==> src/rtl/dm_arbiter.sv <==
// Round-robin arbiter sharing the data-memory port between the M stage (m0) and a bus master (m1).
// Rejects misaligned word and out-of-range accesses; define DM_ARB_LOCK_EN to enable grant locking.
module dm_arbiter #(
  parameter int unsigned MEM_WORDS = 1024
) (
  input  logic        clk,
  input  logic        reset,
  input  logic        m0_req,
  input  logic        m1_req,
  input  logic        m0_we,
  input  logic        m1_we,
  input  logic [1:0]  m0_lds,
  input  logic [1:0]  m1_lds,
  input  logic [1:0]  m0_sds,
  input  logic [1:0]  m1_sds,
  input  logic [31:0] m0_addr,
  input  logic [31:0] m1_addr,
  input  logic [31:0] m0_wdata,
  input  logic [31:0] m1_wdata,
  input  logic [31:0] m0_pc,
  input  logic [31:0] m1_pc,
  input  logic        m0_lock,
  input  logic        m1_lock,
  output logic        m0_gnt,
  output logic        m1_gnt,
  output logic        m0_rvalid,
  output logic        m1_rvalid,
  output logic [31:0] m0_rdata,
  output logic [31:0] m1_rdata,
  output logic        m0_err,
  output logic        m1_err,
  output logic        dm_we,
  output logic [1:0]  dm_lds,
  output logic [1:0]  dm_sds,
  output logic [31:0] dm_addr,
  output logic [31:0] dm_din,
  output logic [31:0] dm_pc,
  input  logic [31:0] dm_dout
);

  localparam logic [31:0] MemWordsW = 32'(MEM_WORDS);

  // Handshake: a master holds req with a stable payload; gnt is combinational and the
  // access completes at the next rising edge. Dropping req before gnt withdraws it.

  // Word accesses (select != 01) must be aligned; any access must fall inside the memory.
  function automatic logic access_reject(input logic        we,
                                         input logic [1:0]  lds,
                                         input logic [1:0]  sds,
                                         input logic [31:0] addr);
    logic word_acc;
    word_acc = we ? (sds != 2'b01) : (lds != 2'b01);
    return (word_acc && (addr[1:0] != 2'b00)) || ({2'b00, addr[31:2]} >= MemWordsW);
  endfunction

  logic        last_q, last_d;
  logic        m0_rvalid_q, m0_rvalid_d;
  logic        m1_rvalid_q, m1_rvalid_d;
  logic        m0_err_q, m0_err_d;
  logic        m1_err_q, m1_err_d;
  logic [31:0] m0_rdata_q, m0_rdata_d;
  logic [31:0] m1_rdata_q, m1_rdata_d;
  logic        gnt0, gnt1;
  logic        rej0, rej1;
  logic        locked_grant;

  assign rej0 = access_reject(m0_we, m0_lds, m0_sds, m0_addr);
  assign rej1 = access_reject(m1_we, m1_lds, m1_sds, m1_addr);

`ifdef DM_ARB_LOCK_EN
  logic locked_q, locked_d;
  logic owner_q, owner_d;

  assign locked_grant = locked_q;

  always_comb begin
    locked_d = locked_q;
    owner_d  = owner_q;
    if (locked_q) begin
      if (!(owner_q ? m1_lock : m0_lock)) locked_d = 1'b0;
    end else if (gnt0 && m0_lock) begin
      locked_d = 1'b1;
      owner_d  = 1'b0;
    end else if (gnt1 && m1_lock) begin
      locked_d = 1'b1;
      owner_d  = 1'b1;
    end
  end

  always_ff @(posedge clk or posedge reset) begin
    if (reset) begin
      locked_q <= 1'b0;
      owner_q  <= 1'b0;
    end else begin
      locked_q <= locked_d;
      owner_q  <= owner_d;
    end
  end

  always_comb begin
    gnt0 = 1'b0;
    gnt1 = 1'b0;
    if (locked_q) begin
      gnt0 = !owner_q && m0_req;
      gnt1 = owner_q && m1_req;
    end else begin
      gnt0 = m0_req && (!m1_req || last_q);
      gnt1 = m1_req && (!m0_req || !last_q);
    end
    if (reset) begin
      gnt0 = 1'b0;
      gnt1 = 1'b0;
    end
  end
`else
  logic unused_lock;
  assign unused_lock  = m0_lock ^ m1_lock;
  assign locked_grant = 1'b0;

  // On conflict the master that did not win last time is served.
  always_comb begin
    gnt0 = m0_req && (!m1_req || last_q);
    gnt1 = m1_req && (!m0_req || !last_q);
    if (reset) begin
      gnt0 = 1'b0;
      gnt1 = 1'b0;
    end
  end
`endif

  assign m0_gnt = gnt0;
  assign m1_gnt = gnt1;

  always_comb begin
    dm_we   = 1'b0;
    dm_lds  = 2'b00;
    dm_sds  = 2'b00;
    dm_addr = 32'd0;
    dm_din  = 32'd0;
    dm_pc   = 32'd0;
    if (gnt0) begin
      dm_we   = m0_we && !rej0;
      dm_lds  = m0_lds;
      dm_sds  = m0_sds;
      dm_addr = m0_addr;
      dm_din  = m0_wdata;
      dm_pc   = m0_pc;
    end else if (gnt1) begin
      dm_we   = m1_we && !rej1;
      dm_lds  = m1_lds;
      dm_sds  = m1_sds;
      dm_addr = m1_addr;
      dm_din  = m1_wdata;
      dm_pc   = m1_pc;
    end
  end

  always_comb begin
    last_d = last_q;
    if ((gnt0 || gnt1) && !locked_grant) last_d = gnt1;
    m0_rvalid_d = gnt0 && !rej0 && !m0_we;
    m1_rvalid_d = gnt1 && !rej1 && !m1_we;
    m0_err_d    = gnt0 && rej0;
    m1_err_d    = gnt1 && rej1;
    m0_rdata_d  = m0_rvalid_d ? dm_dout : m0_rdata_q;
    m1_rdata_d  = m1_rvalid_d ? dm_dout : m1_rdata_q;
  end

  // Reset value of last is 1 so that m0 wins the first conflict.
  always_ff @(posedge clk or posedge reset) begin
    if (reset) begin
      last_q      <= 1'b1;
      m0_rvalid_q <= 1'b0;
      m1_rvalid_q <= 1'b0;
      m0_err_q    <= 1'b0;
      m1_err_q    <= 1'b0;
      m0_rdata_q  <= 32'd0;
      m1_rdata_q  <= 32'd0;
    end else begin
      last_q      <= last_d;
      m0_rvalid_q <= m0_rvalid_d;
      m1_rvalid_q <= m1_rvalid_d;
      m0_err_q    <= m0_err_d;
      m1_err_q    <= m1_err_d;
      m0_rdata_q  <= m0_rdata_d;
      m1_rdata_q  <= m1_rdata_d;
    end
  end

  assign m0_rvalid = m0_rvalid_q;
  assign m1_rvalid = m1_rvalid_q;
  assign m0_err    = m0_err_q;
  assign m1_err    = m1_err_q;
  assign m0_rdata  = m0_rdata_q;
  assign m1_rdata  = m1_rdata_q;

endmodule

==> config.mk <==
export PLATFORM = sky130hd
export DESIGN_NAME = dm_arbiter
export DESIGN_NICKNAME = d
export VERILOG_FILES = /design/src/rtl/dm_arbiter.sv
export SDC_FILE = /design/constraint.sdc
export NUM_CORES = 1
export LEC_CHECK = 0
export CORE_AREA = 2 2 160 162
export DETAILED_ROUTE_END_ITERATION = 6
export DIE_AREA = 0 0 162 164
export REMOVE_ABC_BUFFERS = 1
export SLEW_MARGIN = 10
export SYNTH_ARGS = -nofsm -noshare
export SYNTH_HDL_FRONTEND = slang
export SYNTH_SLANG_ARGS = --single-unit
export TNS_END_PERCENT = 10
==> constraint.sdc <==
create_clock -name clk -period 5.71 [get_ports clk]
set_input_delay 1.142 -clock clk [delete_from_list [all_inputs] [get_ports clk]]
set_output_delay 1.142 -clock clk [all_outputs]
set_load 0.02 [all_outputs]
==> impl_metrics.sql <==
INSERT INTO impl_metrics (metric_group, metric, value, unit) VALUES
('timing', 'grt_setup_unrepaired', 'no', ''),
('hold_path', 'min_delay_worst_endpoint', 'm0_rdata[31]$_DFFE_PP0P_', ''),
('critical_path', 'rr_startpoint', 'last_q$_DFFE_PP1P_', ''),
('die', 'floorplan.core_area', '24800', 'sq um'),
('clock_network', 'post_cts_resized', '0', ''),
('hold_path', 'timing.hold.worst_path_depth', '1', ''),
('critical_path', 'timing.setup.critical_path_class', 'input pin to primary output', ''),
('timing', 'max_slew_margin', '36.9', '%'),
('clock_network', 'postcts_setup_bufs', '0', ''),
('timing', 'fin_crit', '5.00', 'ns'),
('critical_path', 'cp_data_arrival_time', '3.86', 'ns'),
('detailed_routing', 'number_of_remaining_drc_errors', '0', ''),
('detailed_routing', 'number_of_iterations_in_the_first_detailed_routing_pass', '4', ''),
('clock_network', 'cts_tree', 'yes', ''),
('critical_path', 'critical_path.startpoint_type', 'input pin', ''),
('grt', 'via_count_of_the_first_global_routing_pass', '4628', ''),
('die', 'die_area', '26600', 'sq um'),
('synthesis', 'mappedNetlistArea', '3940', 'sq um'),
('clock_network', 'postCtsHoldBufs', '0', ''),
('synthesis', 'sequential_element_share_of_the_synthesized_area', '43.8', '%'),
('detailed_routing', 'routed_wire_length_per_instance', '22.7', 'um'),
('flow_run', 'drv.max_cap_violation_count', '0', ''),
('synthesis', 'yosysMostFrequentCell', 'sky130_fd_sc_hd__a22o_1', ''),
('power_and_ir_drop', 'max-vdd-ir-drop', '0.118', 'mV'),
('timing', 'drv_slew', '0', ''),
('detailed_routing', 'route.detailed.vias_per_inst', '4.24', ''),
('place', 'place.detailed.hpwl', '19700', 'um'),
('synthesis', 'synth_top_cell_by_area', 'sky130_fd_sc_hd__dfrtp_1', ''),
('clock_network', 'cts.reportedPaths.clkPinSlew', '0.06', 'ns'),
('cells_and_area', 'layout-area-overhead-vs-synth', '121', '%'),
('die', 'die_width', '162', 'um'),
('place', 'placement.io_buffers', '408', ''),
('cells_and_area', 'utilization', '35.1', '%'),
('cells_and_area', 'num_antenna_cells', '0', ''),
('status', 'status', 'complete, no violations', ''),
('grt', 'grt_start_max_net_pins', '70', ''),
('power_and_ir_drop', 'power.total', '1620', 'uW'),
('clock_network', 'tritoncts_num_sinks', '69', ''),
('critical_path', 'rr_worst_depth', '6', ''),
('detailed_routing', 'routed_wirelength', '23800', 'um'),
('clock_network', 'ctsRootBufferMaster', 'sky130_fd_sc_hd__clkbuf_16', ''),
('timing', 'finalHoldViolations', '0', ''),
('detailed_routing', 'antenna_violating_nets_post_route', '0', ''),
('critical_path', 'r2r_setup_slack', '3.05', 'ns'),
('timing', 'skew', '0.0110', 'ns'),
('power_and_ir_drop', 'power.density_cell_area', '186', 'nW/um^2'),
('detailed_routing', 'drt-initial-drc-count', '272', ''),
('timing', 'fmax', '200', 'MHz'),
('synthesis', 'yosysTopAreaCellShare', '43.2', '%'),
('critical_path', 'crit_path_end_kind', 'primary output', ''),
('cells_and_area', 'fraction_of_final_layout_cells_sized_beyond_drive_strength_1', '13.3', '%'),
('hold_path', 'worstHoldStart', 'm0_rdata[31]$_DFFE_PP0P_', ''),
('die', 'initial_util', '15.9', '%'),
('synthesis', 'netlist_top_cells_area', 'sky130_fd_sc_hd__dfrtp_1, sky130_fd_sc_hd__a22o_1, sky130_fd_sc_hd__mux2_4, sky130_fd_sc_hd__mux2_2, sky130_fd_sc_hd__nor4_1', ''),
('critical_path', 'path_max_fanout', '4', ''),
('power_and_ir_drop', 'total_leakage_power', '0.00354', 'uW'),
('synthesis', 'synth-edff-count', '0', ''),
('timing', 'final.period_utilization', '87.5', '%'),
('synthesis', 'synth_warnings', '0', ''),
('synthesis', 'synth_cell_type_count', '36', ''),
('grt', 'grt_first_pass_wirelength', '31900', 'um'),
('synthesis', 'async_flop_share', '100', '%'),
('critical_path', 'critical_path.reg2reg.endpoint', 'm1_rdata[6]$_DFFE_PP0P_', ''),
('synthesis', 'dominantRegCellSynth', 'sky130_fd_sc_hd__dfrtp_1', ''),
('clock_network', 'cts_buffers', '9', ''),
('clock_network', 'clock_latency', '0.34', 'ns'),
('grt', 'antenna_found_initial', '0', ''),
('cells_and_area', 'num-nets-final', '957', ''),
('timing', 'final-setup-viol-count', '0', ''),
('place', 'gp_congestion', '0.787', ''),
('die', 'dieHeight', '164', 'um');
-- flip-flops by register name, summed over array words and instances (netlist names) --
register / flops
m0_rdata: 32
m1_rdata: 32
m1_rvalid: 1
m0_err: 1
m0_rvalid: 1
last_q: 1
m1_err: 1
-- cells by family (layout without fill, tap and decap cells) --
family                 after synthesis  after routing  share of synthesized area (%)
multiplexers                        64             64                           21.1
flip-flops                          69             69                           43.8
AND/OR/NAND/NOR                     42             42                           6.38
AO/OA/AOI/OAI                      108            108                           23.7
buffers and inverters               34            438                           4.95
-- worst max path at each step --
stage,depth (start not counted),start,endpoint
finish,7,m0_addr[19],dm_we
global placement,7,m0_addr[19],dm_we
floorplan,4,m0_req,m0_rdata[0]$_DFFE_PP0P_
CTS,7,m0_addr[19],dm_we
global route,7,m0_addr[19],dm_we
detailed placement,7,m0_addr[19],dm_we
-- routing by layer --
metal / wire [um] / share of wire, % / track usage [%] / vias up
met2: 10800 / 45 / 26.4 / 252
met4: 458 / 1.9 / 4.83 / 0
met1: 9860 / 41 / 21.3 / 2122
li1: - / - / - / 2064
met3: 2710 / 11 / 7.53 / 20
met5: 0 / 0 / 0 / -
-- power by group --
| group | internal (uW) | total [uW] | switching, uW |
|---|---|---|---|
| Clock | 391 | 605 | 214 |
| Combinational | 292 | 525 | 232 |
| Sequential | 492 | 493 | 0.847 |
-- worst max-delay path, stage by stage --
cell	delay (ns)
sky130_fd_sc_hd__clkdlybuf4s50_1	0.51
sky130_fd_sc_hd__nor4_1	0.56
sky130_fd_sc_hd__buf_4	0.20
sky130_fd_sc_hd__nand3_1	0.15
sky130_fd_sc_hd__o41ai_1	0.49
sky130_fd_sc_hd__buf_4	0.19
sky130_fd_sc_hd__clkdlybuf4s50_1	0.60
-- metrics by stage --
| stage | TNS (ns) | std cells | instance area, sq um | hold WS (ns) | setup slack, ns |
|---|---|---|---|---|---|
| 2_1_floorplan | -172.46 | 287 | 3760 | 0.501 | -2.79 |
| 3_5_place_dp | 0 | 1036 | 8390 | 0.474 | 0.697 |
| 3_3_place_gp | 0 | 1036 | 8390 | 0.467 | 0.635 |
| 6_report | 0 | 1051 | 8710 | 0.486 | 0.712 |
| 5_1_grt | 0 | 1051 | 8710 | 0.517 | 0.515 |
| 4_1_cts | 0 | 1051 | 8710 | 0.487 | 0.678 |
-- final cells by class --
type	count	area, sq um
Clock inverter	4	72.6
Sequential cell	69	1730
Fill cell	2530	16100
Timing Repair Buffer	419	4190
Multi-Input combinational cell	214	2040
Inverter	4	16.3
Tap cell	330	413
Clock buffer	11	243
-- placed cells by master (no fill, tap or decap), types with 2 or more instances in the layout --
master and n:
sky130_fd_sc_hd__nor3_1 3, sky130_fd_sc_hd__nand3_1 5, sky130_fd_sc_hd__inv_1 2, sky130_fd_sc_hd__nor4b_1 2, sky130_fd_sc_hd__nand2_1 4, sky130_fd_sc_hd__buf_12 2
sky130_fd_sc_hd__mux2_2 31, sky130_fd_sc_hd__mux2_1 3, sky130_fd_sc_hd__nor2_1 5, sky130_fd_sc_hd__clkbuf_16 9, sky130_fd_sc_hd__mux2_4 30, sky130_fd_sc_hd__bufinv_16 2
sky130_fd_sc_hd__dfrtp_1 68, sky130_fd_sc_hd__a22o_1 99, sky130_fd_sc_hd__nor4_1 12, sky130_fd_sc_hd__a21oi_1 3, sky130_fd_sc_hd__clkinv_2 2, sky130_fd_sc_hd__buf_4 9
sky130_fd_sc_hd__clkdlybuf4s50_1 408
No activity file was read; power rests on OpenSTA's default activity.
==> patch 1: new RTL, config.mk and constraints unchanged <==
The option `DM_ARB_LOCK_EN` is turned on by a define.
--- a/src/rtl/dm_arbiter.sv
+++ b/src/rtl/dm_arbiter.sv
@@ -1,5 +1,7 @@
 // Round-robin arbiter sharing the data-memory port between the M stage (m0) and a bus master (m1).
 // Rejects misaligned word and out-of-range accesses; define DM_ARB_LOCK_EN to enable grant locking.
+`define DM_ARB_LOCK_EN
+
 module dm_arbiter #(
   parameter int unsigned MEM_WORDS = 1024
 ) (
Function: changed (Yosys sat finds a counterexample within 4 cycles, from zero or initial values and one cycle with reset high).
==> patch 1 against the unedited design <==
Core utilization rose by 0.70 points. Synthesized area is 4.5% higher. Power up 30%. Sequential cell count rose by 2. Setup slack lost 210 ps. Final area increased by 2.0%. Wire length fell by 0.95%. Sequential power increased by 8.5%. Final cell count grew 1.8%. Critical path type unchanged. Largest power group is now combinational cells.
==> patch 1: results (changes against the unedited design) <==
* Post-synth top cells: a22o_1 (98), dfrtp_1 (70), mux2_4 (30)
* Peak supply drop at 116 uV (-2.3%)
* Total wire length at 23.6 mm (-0.95%)
* Placed Instance Area at 8550 um^2 (+1.8%)
* DR iter-0 viols at 233 (-14%)
* WP data required at 4570 ps (about the same)
* Top_reg_cell synth: dfrtp_1
* Routing usage on met1 at 0.199 (-0.0139)
* Wirelength per Cell at 22.1 um (-2.7%)
* CTS buffer count at 9 (unchanged)
* Vias in the first global route at 5,021 (+8.5%)
* DP Worst Slack at 499 ps (-198 ps)
* Post-synth ARST share at 1.00 (unchanged)
* Crit Path Max Fanout at 84 (+80)
* Yosys cell types at 41 (+14%)
* First-pass GRT wire length at 33.2 mm (+4.0%)
* Top cells by area, synth: dfrtp_1 (43%), a22o_1 (21%), mux2_4 (11%)
* CP top delay family: buffers and inverters
* Gr usage total at 0.172 (+0.00194)
* Max incr delay on CP at 580 ps (-20 ps)
* CTS root buf: clkbuf_16
* Final net count at 971 (+1.5%)
* Deepest level of the CTS H-tree at 3 (unchanged)
* Register area share after synthesis at 0.432 (-0.00662)
* Grt met3 use at 0.0634 (-0.0119)
* Dpl hpwl at 19.4 mm (-1.8%)
* Status: finished clean
* # Post-CTS Setup Buffers at 0 (unchanged)
* Initial antenna violation count at 6 (+6)
* Hold Path Class: flip-flop to flip-flop
* Largest net degree at the start of global routing at 85 (+21%)
* Gates resized, CTS repair at 0 (unchanged)
* Crit path max-delay cell type: clkdlybuf4s50_1
* Syn. warnings at 0 (unchanged)
* Skew final at 5.77 ps (-5.24 ps)
* Maximum buffer depth of the clock tree at 2 (unchanged)
* Placed Instances at 1,050 (+1.4%)
* Port Buf Inserts at 410 (+0.49%)
* Layout cells sized above 1 at 0.114 (-0.0190)
* Clock transition at path regs at 50 ps
* Pleak at 3.59 nW (+1.3%)
* Yosys top cell area share at 0.425 (-0.00634)
* GP Congestion at 0.833 (+5.9%)
* Worst-Skew Late Latency at 330 ps
* M2 GR Usage at 0.297 (+0.0335)
* DRT Pass-1 Iters at 4 (unchanged)
* Layout fillers at 2,503 (-1.1%)
* Max-Slew Margin vs Limit at 0.534 (+0.165)
* Post-synthesis instance total at 333 (+5.0%)
* Drt via density at 4.36 (+2.7%)
==> patch 1: final timing paths <==
path	slack (ps)	end	startpoint	depth (start not counted)
max	500	dm_din[6]	m1_req	7
min	480	m0_rdata[30]	m0_rdata[30]	1
max reg2reg	2930	m1_rdata[30]	locked_grant	6
min reg2reg	480	m0_rdata[30]	m0_rdata[30]	1
max in group asynchronous	3850	m1_rdata[15]	reset	3
min in group asynchronous	1240	owner_q	reset	3
==> patch 1: area by class of cell <==
class | count | area, um^2 | area share
Inverter | 4 | 16.3 | 0.00183
Timing Repair Buffer | 417 | 4180 | 0.471
Multi-Input combinational cell | 228 | 2160 | 0.243
Clock inverter | 5 | 81.3 | 0.00916
Antenna cell | 4 | 10.0 | 0.00113
Clock buffer | 11 | 243 | 0.0273
Sequential cell | 71 | 1780 | 0.200
Tap cell | 330 | 413 | 0.0465
==> patch 1: power breakdown <==
part | switching, mW | total (mW) | internal, mW | leakage, nW
combinational | 0.470 | 0.965 | 0.495 | 2.45
sequential | 0.0163 | 0.535 | 0.519 | 0.984
clock | 0.212 | 0.607 | 0.394 | 0.156
total | 0.698 | 2.11 | 1.41 | 3.59
==> patch 1: per-layer routing <==
layer | part of all wire | wire length (um)
met4 | 0.017 | 406
met1 | 0.39 | 9250
met3 | 0.095 | 2250
met5 | 0.00038 | 9
met2 | 0.49 | 11700
==> patch 1: cells by family (layout without fill, tap and decap cells) <==
| logic type | after synthesis | count (layout) | synth area share |
|---|---|---|---|
| AOI/OAI and AO/OA | 111 | 111 | 0.230 |
| buffers and inverters | 34 | 437 | 0.0465 |
| DFF | 71 | 71 | 0.432 |
| muxes | 65 | 65 | 0.205 |
| other | 0 | 4 | 0 |
| and+or+nand+nor | 52 | 52 | 0.0869 |
==> patch 2: new RTL, same settings <==
Made on the original files. `m1_rdata_q` no longer has a reset.
--- a/src/rtl/dm_arbiter.sv
+++ b/src/rtl/dm_arbiter.sv
@@ -175,7 +175,6 @@
       m0_err_q    <= 1'b0;
       m1_err_q    <= 1'b0;
       m0_rdata_q  <= 32'd0;
-      m1_rdata_q  <= 32'd0;
     end else begin
       last_q      <= last_d;
       m0_rvalid_q <= m0_rvalid_d;
@@ -183,8 +182,11 @@
       m0_err_q    <= m0_err_d;
       m1_err_q    <= m1_err_d;
       m0_rdata_q  <= m0_rdata_d;
-      m1_rdata_q  <= m1_rdata_d;
-    end
+    end
+  end
+
+  always_ff @(posedge clk) begin
+    m1_rdata_q <= m1_rdata_d;
   end
 
   assign m0_rvalid = m0_rvalid_q;
Check against the original RTL: differs if reset is asserted again (counterexample within 4 cycles, from zero or initial values and one cycle with reset high); with reset held inactive, the same outputs for 4 cycles.
==> patch 2 against the unedited design <==
Hold slack better by 18 ps. Synthesized area down 7.1%. Wire length down 12%. Power down 2.5%. Final area down 3.3%. Non-clock buffer count down 7. Combinational power down 3%. Sequential cell count unchanged. Setup slack better by 180 ps. Critical endpoint unchanged.
==> patch 2: results (changes against the unedited design) <==
* Status: finished clean
* Area growth, synth to finish at 130%
* Initial antenna violation count at 3 (+3)
* Crit Path Max Fanout at 2 (-2)
* R2R depth at 5 (-1)
* HP Start: m0_rdata[12]
* Compound-Gate Fraction of Synth Area at 0.251 (+0.0138)
* Skew final at 8.73 ps (-2.28 ps)
* Layout cells sized above 1 at 0.0868 (-0.0464)
* Internal power at 1.16 mW (-1.2%)
* Clock buffers at 10 (-1)
* Flop+latch power at 525 uW (+6.5%)
* Ant diodes at 1 (+1)
* Clock group at 549 uW (-9.3%)
* Seq area share at 0.224 (+0.0259)
* Setup slack, reg-to-reg at 3130 ps (+80 ps)
* Non-clk bufs at 412 (-1.7%)
* Top cells by area, synth: edfxtp_1 (26%), dfrtp_1 (25%), a22o_1 (24%)
* Vias in the first global route at 4,369 (-5.6%)
* Pleak at 3.28 nW (-7.3%)
* Register area share after synthesis at 0.516 (+0.0774)
* First-pass GRT wire length at 28.9 mm (-9.5%)
* CP top delay family: simple AND/OR/NAND/NOR gates
* Largest net degree at the start of global routing at 102 (+46%)
* Power Density at 188 nW/um^2 (+0.89%)
* Layout fillers at 2,565 (+1.4%)
* FF-to-FF End: m1_rdata[2]
* Multi-input logic area at 1670 um^2 (-18%)
## patch 2: layer usage
metal / up-vias / global-route usage / wire length, um
met5: - / 0 / 40
met4: 6 / 0.0394 / 189
met3: 17 / 0.0646 / 2310
met2: 232 / 0.260 / 10500
met1: 2039 / 0.167 / 8020
li1: 1937 / - / -
## patch 2: cell families after synthesis
logic type             count (synthesis)
AOI/OAI and AO/OA                    106
buffers and inverters                 29
DFF                                   69
muxes                                 32
and+or+nand+nor                       41
## patch 2: stage by stage
step / setup WS [ps] / hold WS [ps] / std cells
final: 894 / 504 / 1011
after global routing: 697 / 520 / 1010
after CTS: 760 / 506 / 1010
after detailed placement: 772 / 491 / 994
after global placement: 788 / 487 / 994
after floorplan: -3570 / 495 / 252
## patch 2: how the worst min path moves through the flow
stage                     slack (ps)  cells after the start            to
after floorplan                  500                      2        last_q
final                            500                      1  m0_rdata[12]
after global placement           490                      1  m0_rdata[13]
after global routing             520                      1  m0_rdata[12]
after CTS                        510                      1  m0_rdata[12]
after detailed placement         490                      1  m0_rdata[21]
